<file path="config.mk">
export PLATFORM = sky130hd
export DESIGN_NAME = fetch_stage
export DESIGN_NICKNAME = d
export VERILOG_FILES = /design/src/rtl/cpu_pkg.sv /design/src/rtl/fetch_skid_buf.sv /design/src/rtl/fetch_stage.sv
export SDC_FILE = /design/constraint.sdc
export NUM_CORES = 1
export LEC_CHECK = 0
export ABC_AREA = 1
export CORE_MARGIN = 4
export CORE_UTILIZATION = 35
export CTS_CLUSTER_SIZE = 30
export DETAILED_ROUTE_END_ITERATION = 8
export SETUP_SLACK_MARGIN = 0.2
export SLEW_MARGIN = 10
export SYNTH_ARGS = -nofsm -noshare
export SYNTH_HDL_FRONTEND = slang
export SYNTH_SLANG_ARGS = --single-unit
</file>
<file path="constraint.sdc">
create_clock -name clk -period 4.1 [get_ports clk]
set_clock_uncertainty 0.1 [all_clocks]
set_input_delay 0.41 -clock clk [delete_from_list [all_inputs] [get_ports clk]]
set_output_delay 0.41 -clock clk [all_outputs]
set_load 0.005 [all_outputs]
</file>
<file path="src/rtl/cpu_pkg.sv">
// Shared CPU definitions: fetch FSM encoding, reset/NOP constants and the bsig
// branch-select encoding also used by pc_control.
package cpu_pkg;

   typedef enum logic [1:0] {
      ST_REQ  = 2'd0,
      ST_WAIT = 2'd1,
      ST_HOLD = 2'd2,
      ST_HALT = 2'd3
   } fetch_state_e;

   localparam logic [15:0] RESET_PC_DEFAULT  = 16'h0000;
   localparam logic [15:0] NOP_INSTR_DEFAULT = 16'h0000;

   localparam logic [1:0] BSIG_NONE = 2'b00;
   localparam logic [1:0] BSIG_B    = 2'b01;
   localparam logic [1:0] BSIG_BR   = 2'b10;
   localparam logic [1:0] BSIG_HLT  = 2'b11;

endpackage

</file>
<file path="src/rtl/fetch_skid_buf.sv">
// One-entry instruction+PC holding register that catches a memory response
// arriving while the pipeline is stalled.
module fetch_skid_buf (
   input  logic        clk,
   input  logic        rst_n,
   input  logic        load_i,
   input  logic        unload_i,
   input  logic        clear_i,
   input  logic [15:0] instr_i,
   input  logic [15:0] pc_i,
   output logic [15:0] instr_o,
   output logic [15:0] pc_o,
   output logic        valid_o
);

   logic [15:0] instr_q, instr_d;
   logic [15:0] pc_q, pc_d;
   logic        valid_q, valid_d;

   always_comb begin
      instr_d = instr_q;
      pc_d    = pc_q;
      valid_d = valid_q;
      if (clear_i || unload_i) begin
         valid_d = 1'b0;
      end else if (load_i) begin
         instr_d = instr_i;
         pc_d    = pc_i;
         valid_d = 1'b1;
      end
   end

   always_ff @(posedge clk) begin
      if (!rst_n) begin
         instr_q <= 16'h0000;
         pc_q    <= 16'h0000;
         valid_q <= 1'b0;
      end else begin
         instr_q <= instr_d;
         pc_q    <= pc_d;
         valid_q <= valid_d;
      end
   end

   assign instr_o = instr_q;
   assign pc_o    = pc_q;
   assign valid_o = valid_q;

endmodule

</file>
<file path="src/rtl/fetch_stage.sv">
// Instruction-fetch stage: owns the PC, fetches over a req/rdy handshake and
// fills IF/ID. Define FETCH_PERF_EN to add fetch_cnt/stall_cnt outputs.
module fetch_stage
   import cpu_pkg::*;
#(
   parameter logic [15:0] RESET_PC  = RESET_PC_DEFAULT,
   parameter logic [15:0] NOP_INSTR = NOP_INSTR_DEFAULT
) (
   input  logic        clk,
   input  logic        rst_n,
   input  logic [15:0] pc_next,
   input  logic        halt_req,
   input  logic        stall,
   input  logic        flush,
   output logic [15:0] pc_cur,
   output logic        imem_req,
   output logic [15:0] imem_addr,
   input  logic        imem_rdy,
   input  logic [15:0] imem_data,
   output logic [15:0] if_instr,
   output logic [15:0] if_pc,
   output logic        if_valid,
   output logic        halted
`ifdef FETCH_PERF_EN
   ,
   output logic [15:0] fetch_cnt,
   output logic [15:0] stall_cnt
`endif
);

   fetch_state_e state_q, state_d;
   logic [15:0]  pc_q, pc_d;
   logic [15:0]  instr_q, instr_d;
   logic [15:0]  ifpc_q, ifpc_d;
   logic         valid_q, valid_d;
   logic         gap_q, gap_d;
   logic         req;
   logic         skid_load, skid_unload, skid_clear;
   logic [15:0]  skid_instr, skid_pc;
   logic         skid_valid;

   fetch_skid_buf u_skid (
      .clk      (clk),
      .rst_n    (rst_n),
      .load_i   (skid_load),
      .unload_i (skid_unload),
      .clear_i  (skid_clear),
      .instr_i  (imem_data),
      .pc_i     (pc_q),
      .instr_o  (skid_instr),
      .pc_o     (skid_pc),
      .valid_o  (skid_valid)
   );

   // gap_q forces one request-free cycle after reset and after an abandoned
   // request, so the memory sees a clean boundary between transactions.
   assign req = ((state_q == ST_REQ) || (state_q == ST_WAIT)) && !gap_q;

   always_comb begin
      state_d     = state_q;
      pc_d        = pc_q;
      instr_d     = instr_q;
      ifpc_d      = ifpc_q;
      valid_d     = valid_q;
      gap_d       = 1'b0;
      skid_load   = 1'b0;
      skid_unload = 1'b0;
      skid_clear  = 1'b0;
      if (flush && (state_q != ST_HALT)) begin
         valid_d    = 1'b0;
         instr_d    = NOP_INSTR;
         pc_d       = pc_next;
         skid_clear = 1'b1;
         gap_d      = req;
         state_d    = ST_REQ;
      end else begin
         case (state_q)
            ST_REQ: begin
               if (req) state_d = ST_WAIT;
            end
            ST_WAIT: begin
               if (imem_rdy && stall) begin
                  skid_load = 1'b1;
                  state_d   = ST_HOLD;
               end else if (imem_rdy) begin
                  instr_d = imem_data;
                  ifpc_d  = pc_q;
                  valid_d = 1'b1;
                  pc_d    = pc_next;
                  state_d = halt_req ? ST_HALT : ST_REQ;
               end
            end
            ST_HOLD: begin
               if (!stall) begin
                  instr_d     = skid_instr;
                  ifpc_d      = skid_pc;
                  valid_d     = skid_valid;
                  skid_unload = 1'b1;
                  pc_d        = pc_next;
                  state_d     = halt_req ? ST_HALT : ST_REQ;
               end
            end
            default: begin
               valid_d = 1'b0;
               instr_d = NOP_INSTR;
            end
         endcase
      end
   end

   always_ff @(posedge clk) begin
      if (!rst_n) begin
         state_q <= ST_REQ;
         pc_q    <= RESET_PC;
         instr_q <= NOP_INSTR;
         ifpc_q  <= 16'h0000;
         valid_q <= 1'b0;
         gap_q   <= 1'b1;
      end else begin
         state_q <= state_d;
         pc_q    <= pc_d;
         instr_q <= instr_d;
         ifpc_q  <= ifpc_d;
         valid_q <= valid_d;
         gap_q   <= gap_d;
      end
   end

   assign pc_cur    = pc_q;
   assign imem_req  = req;
   assign imem_addr = pc_q;
   assign if_instr  = instr_q;
   assign if_pc     = ifpc_q;
   assign if_valid  = valid_q;
   assign halted    = (state_q == ST_HALT);

`ifdef FETCH_PERF_EN
   logic [15:0] fetch_cnt_q, stall_cnt_q;
   logic        ifid_write;

   assign ifid_write = !flush &&
                       (((state_q == ST_WAIT) && imem_rdy && !stall) ||
                        ((state_q == ST_HOLD) && !stall && skid_valid));

   always_ff @(posedge clk) begin
      if (!rst_n) begin
         fetch_cnt_q <= 16'h0000;
         stall_cnt_q <= 16'h0000;
      end else begin
         if (ifid_write && (fetch_cnt_q != 16'hFFFF))
            fetch_cnt_q <= fetch_cnt_q + 16'd1;
         if (stall && (state_q != ST_HALT) && (stall_cnt_q != 16'hFFFF))
            stall_cnt_q <= stall_cnt_q + 16'd1;
      end
   end

   assign fetch_cnt = fetch_cnt_q;
   assign stall_cnt = stall_cnt_q;
`endif

endmodule

</file>
==> reports/results.ini <==
[outcome]
status=completed

[routing]
wirelength_mm=10.1
drt_iter0_drc=211
drt-pass1-iter-count=4
drc=0
vias=3708
ant_nets=0
wl_per_cell_um=13.0
via_per_inst=4.79

[setup_path]
crit_path_start=state_q[0]$_SDFFE_PP0P_
cp_max_fo=19
ff2ff_path_depth=7
r2r_slack_ps=1400
worstPathArrival_ps=2870
cp.required_ps=4270
crit_chain=inv_1 > ha_1 > inv_1 > nor2_2 > and2_4 > nor2_1 > nor2_1
regToRegStartpoint=state_q[0]$_SDFFE_PP0P_
worstSetupPathType=flop to flop
max_stage_delay_ps=700
critPathLaunchType=flop
cp-end-kind=flop
r2r_end=if_pc[13]$_SDFFE_PN0P_
cpMaxStageDelayCell=ha_1
crit_path_end=if_pc[13]$_SDFFE_PN0P_

[cts]
root_buffer=clkbuf_16
cts_setup_buffers=0
cts_sinks=85
h-tree-depth=3
clk-insertion-delay-late_ps=330
cts-resized-gates=0
cts_tree=built
ctsHoldBuffers=0
path_clk_slew_ps=60
clock_path_buffers=2
cts_buffers=9

[timing]
worst_pin_slew_ps=1140
fin_setup_tns_ps=0
rsz0062_at_grt=no
slew_violations=0
min_period_ps=2700
hold_viol_final=0
finalCritPeriodShare=0.658
fmax_ghz=0.371
setup_violations=0
relSlewSlack=0.236

[placed_design]
dp.cells=758
gp_congestion=0.772
port-buffer-count=104
dp_hpwl_mm=6.83

[cells_and_area]
final_cells=774
nets=673
drive_gt1_frac=0.0804
diodes=0
syn2layout_area_growth_pct=30.5

[flow_run]
max-cap-violations=0

[yosys]
synth_enable_flop_cells=0
yosysMostFrequentCell=nand2_1
ys_ff_latch=85
synth_top_area_share=0.426
avgSynthCellArea_um2=7.06
synthTopCellsByCount=nand2_1, dfxtp_1, nor2_1
synth_flop_cell=dfxtp_1
ys_seq_area_frac=0.426
synth_area_leader_cell=dfxtp_1
yosysWarnings=0
ys_top_cells_by_area=dfxtp_1, nand2_1, a21oi_1
postSynthNetCount=609
netlist_area_mm2=0.00399
synth_cells=565
yosysUniqueCellTypes=27
async_flop_share=0

[power]
leakage_nw=2.11
powerDensity_mw_per_mm2=380
max-vdd-ir-drop_v=0.000165

[global_routing]
gr-total-overflow=0
antenna_found_initial=0
grt_pass1_wl_mm=16.5
grt_max_degree=67
first_global_vias=3533
track_usage=0.154

[floorplanning]
start_util=0.363
num_rows=38
die_w_um=115
chipHeight_um=115
die_area_mm2=0.0132
core_area_mm2=0.0110
num_io_pins=105

[min_path]
hold_path.class=flop to flop

-- worst min-delay path by stage --
stage | cells past startpoint | to | from | slack [ps]
2_1_floorplan | 2 | if_pc[0]$_SDFFE_PN0P_ | if_pc[0]$_SDFFE_PN0P_ | 360
3_3_place_gp | 2 | if_pc[0]$_SDFFE_PN0P_ | if_pc[0]$_SDFFE_PN0P_ | 350
3_5_place_dp | 2 | if_pc[0]$_SDFFE_PN0P_ | if_pc[0]$_SDFFE_PN0P_ | 360
4_1_cts | 2 | if_pc[0]$_SDFFE_PN0P_ | if_pc[0]$_SDFFE_PN0P_ | 370
5_1_grt | 2 | if_pc[0]$_SDFFE_PN0P_ | if_pc[0]$_SDFFE_PN0P_ | 380
6_report | 2 | if_pc[0]$_SDFFE_PN0P_ | if_pc[0]$_SDFFE_PN0P_ | 370
-- kinds of logic after synthesis --
logic type                 Yosys count  share of synthesized area
adders and majority gates            6                     0.0188
buffers and inverters               95                      0.117
AOI/OAI and AO/OA                  116                      0.148
DFF                                 85                      0.426
and+or+nand+nor                    263                      0.290
-- registers in the layout, indices dropped and copies added (netlist names) --
name,cells
imem_addr,16
u_skid.instr_o,16
if_pc,16
gap_q,1
u_skid.valid_o,1
u_skid.pc_o,16
if_valid,1
state_q,2
if_instr,16
-- per-layer routing --
metal  global-route usage  share of wire  up-vias
li1                     -              -     1901
met1                0.210           0.49     1671
met2                0.232           0.42      127
met3               0.0442          0.079        9
met4               0.0579          0.013        0
met5                    0              0        -
-- area by class of cell --
type	instances	area (um^2)
inverters	42	158
clock buffers	13	250
clock inverters	3	45.0
fillers	1124	5770
multi-input cells	385	1830
flip-flops and latches	85	1700
repair buffers	106	1050
well taps	140	175
-- stage by stage --
stage          power (mW)  hold slack [ps]  setup WS, ps  instance area, um^2  utilization
5_1_grt              2.07              380          1070                 5210        0.474
3_3_place_gp         1.19              351          1430                 4910        0.447
3_5_place_dp         1.19              359          1390                 4910        0.447
2_1_floorplan        1.06              362          2290                 3990            -
6_report             1.98              370          1400                 5210        0.474
4_1_cts              2.00              374          1360                 5210        0.474
-- critical path, delay by kind of cell (launching register included) --
| kind | cells | cell delay, ps |
|---|---|---|
| and+or+nand+nor | 4 | 1130 |
| adders and majority gates | 1 | 700 |
| DFF | 1 | 420 |
| buffers and inverters | 2 | 280 |
-- report_power, final --
part	internal, mW	switching (mW)
combinational	0.147	0.145
sequential	0.858	0.0226
clock	0.489	0.317
total	1.49	0.485
-- layout by cell type (no fill, tap or decap), drive strengths merged, types with 2 or more instances in the layout --
master and n:
nand2 116, nor2 108, clkdlybuf4s50 103, dfxtp 85, a21oi 65, o21ai 49, inv 42, nand3 35
clkbuf 13, ha 6, buf 3, clkinvlp 2, nor3 2
Note: power is estimated with default switching activity, not from simulation.
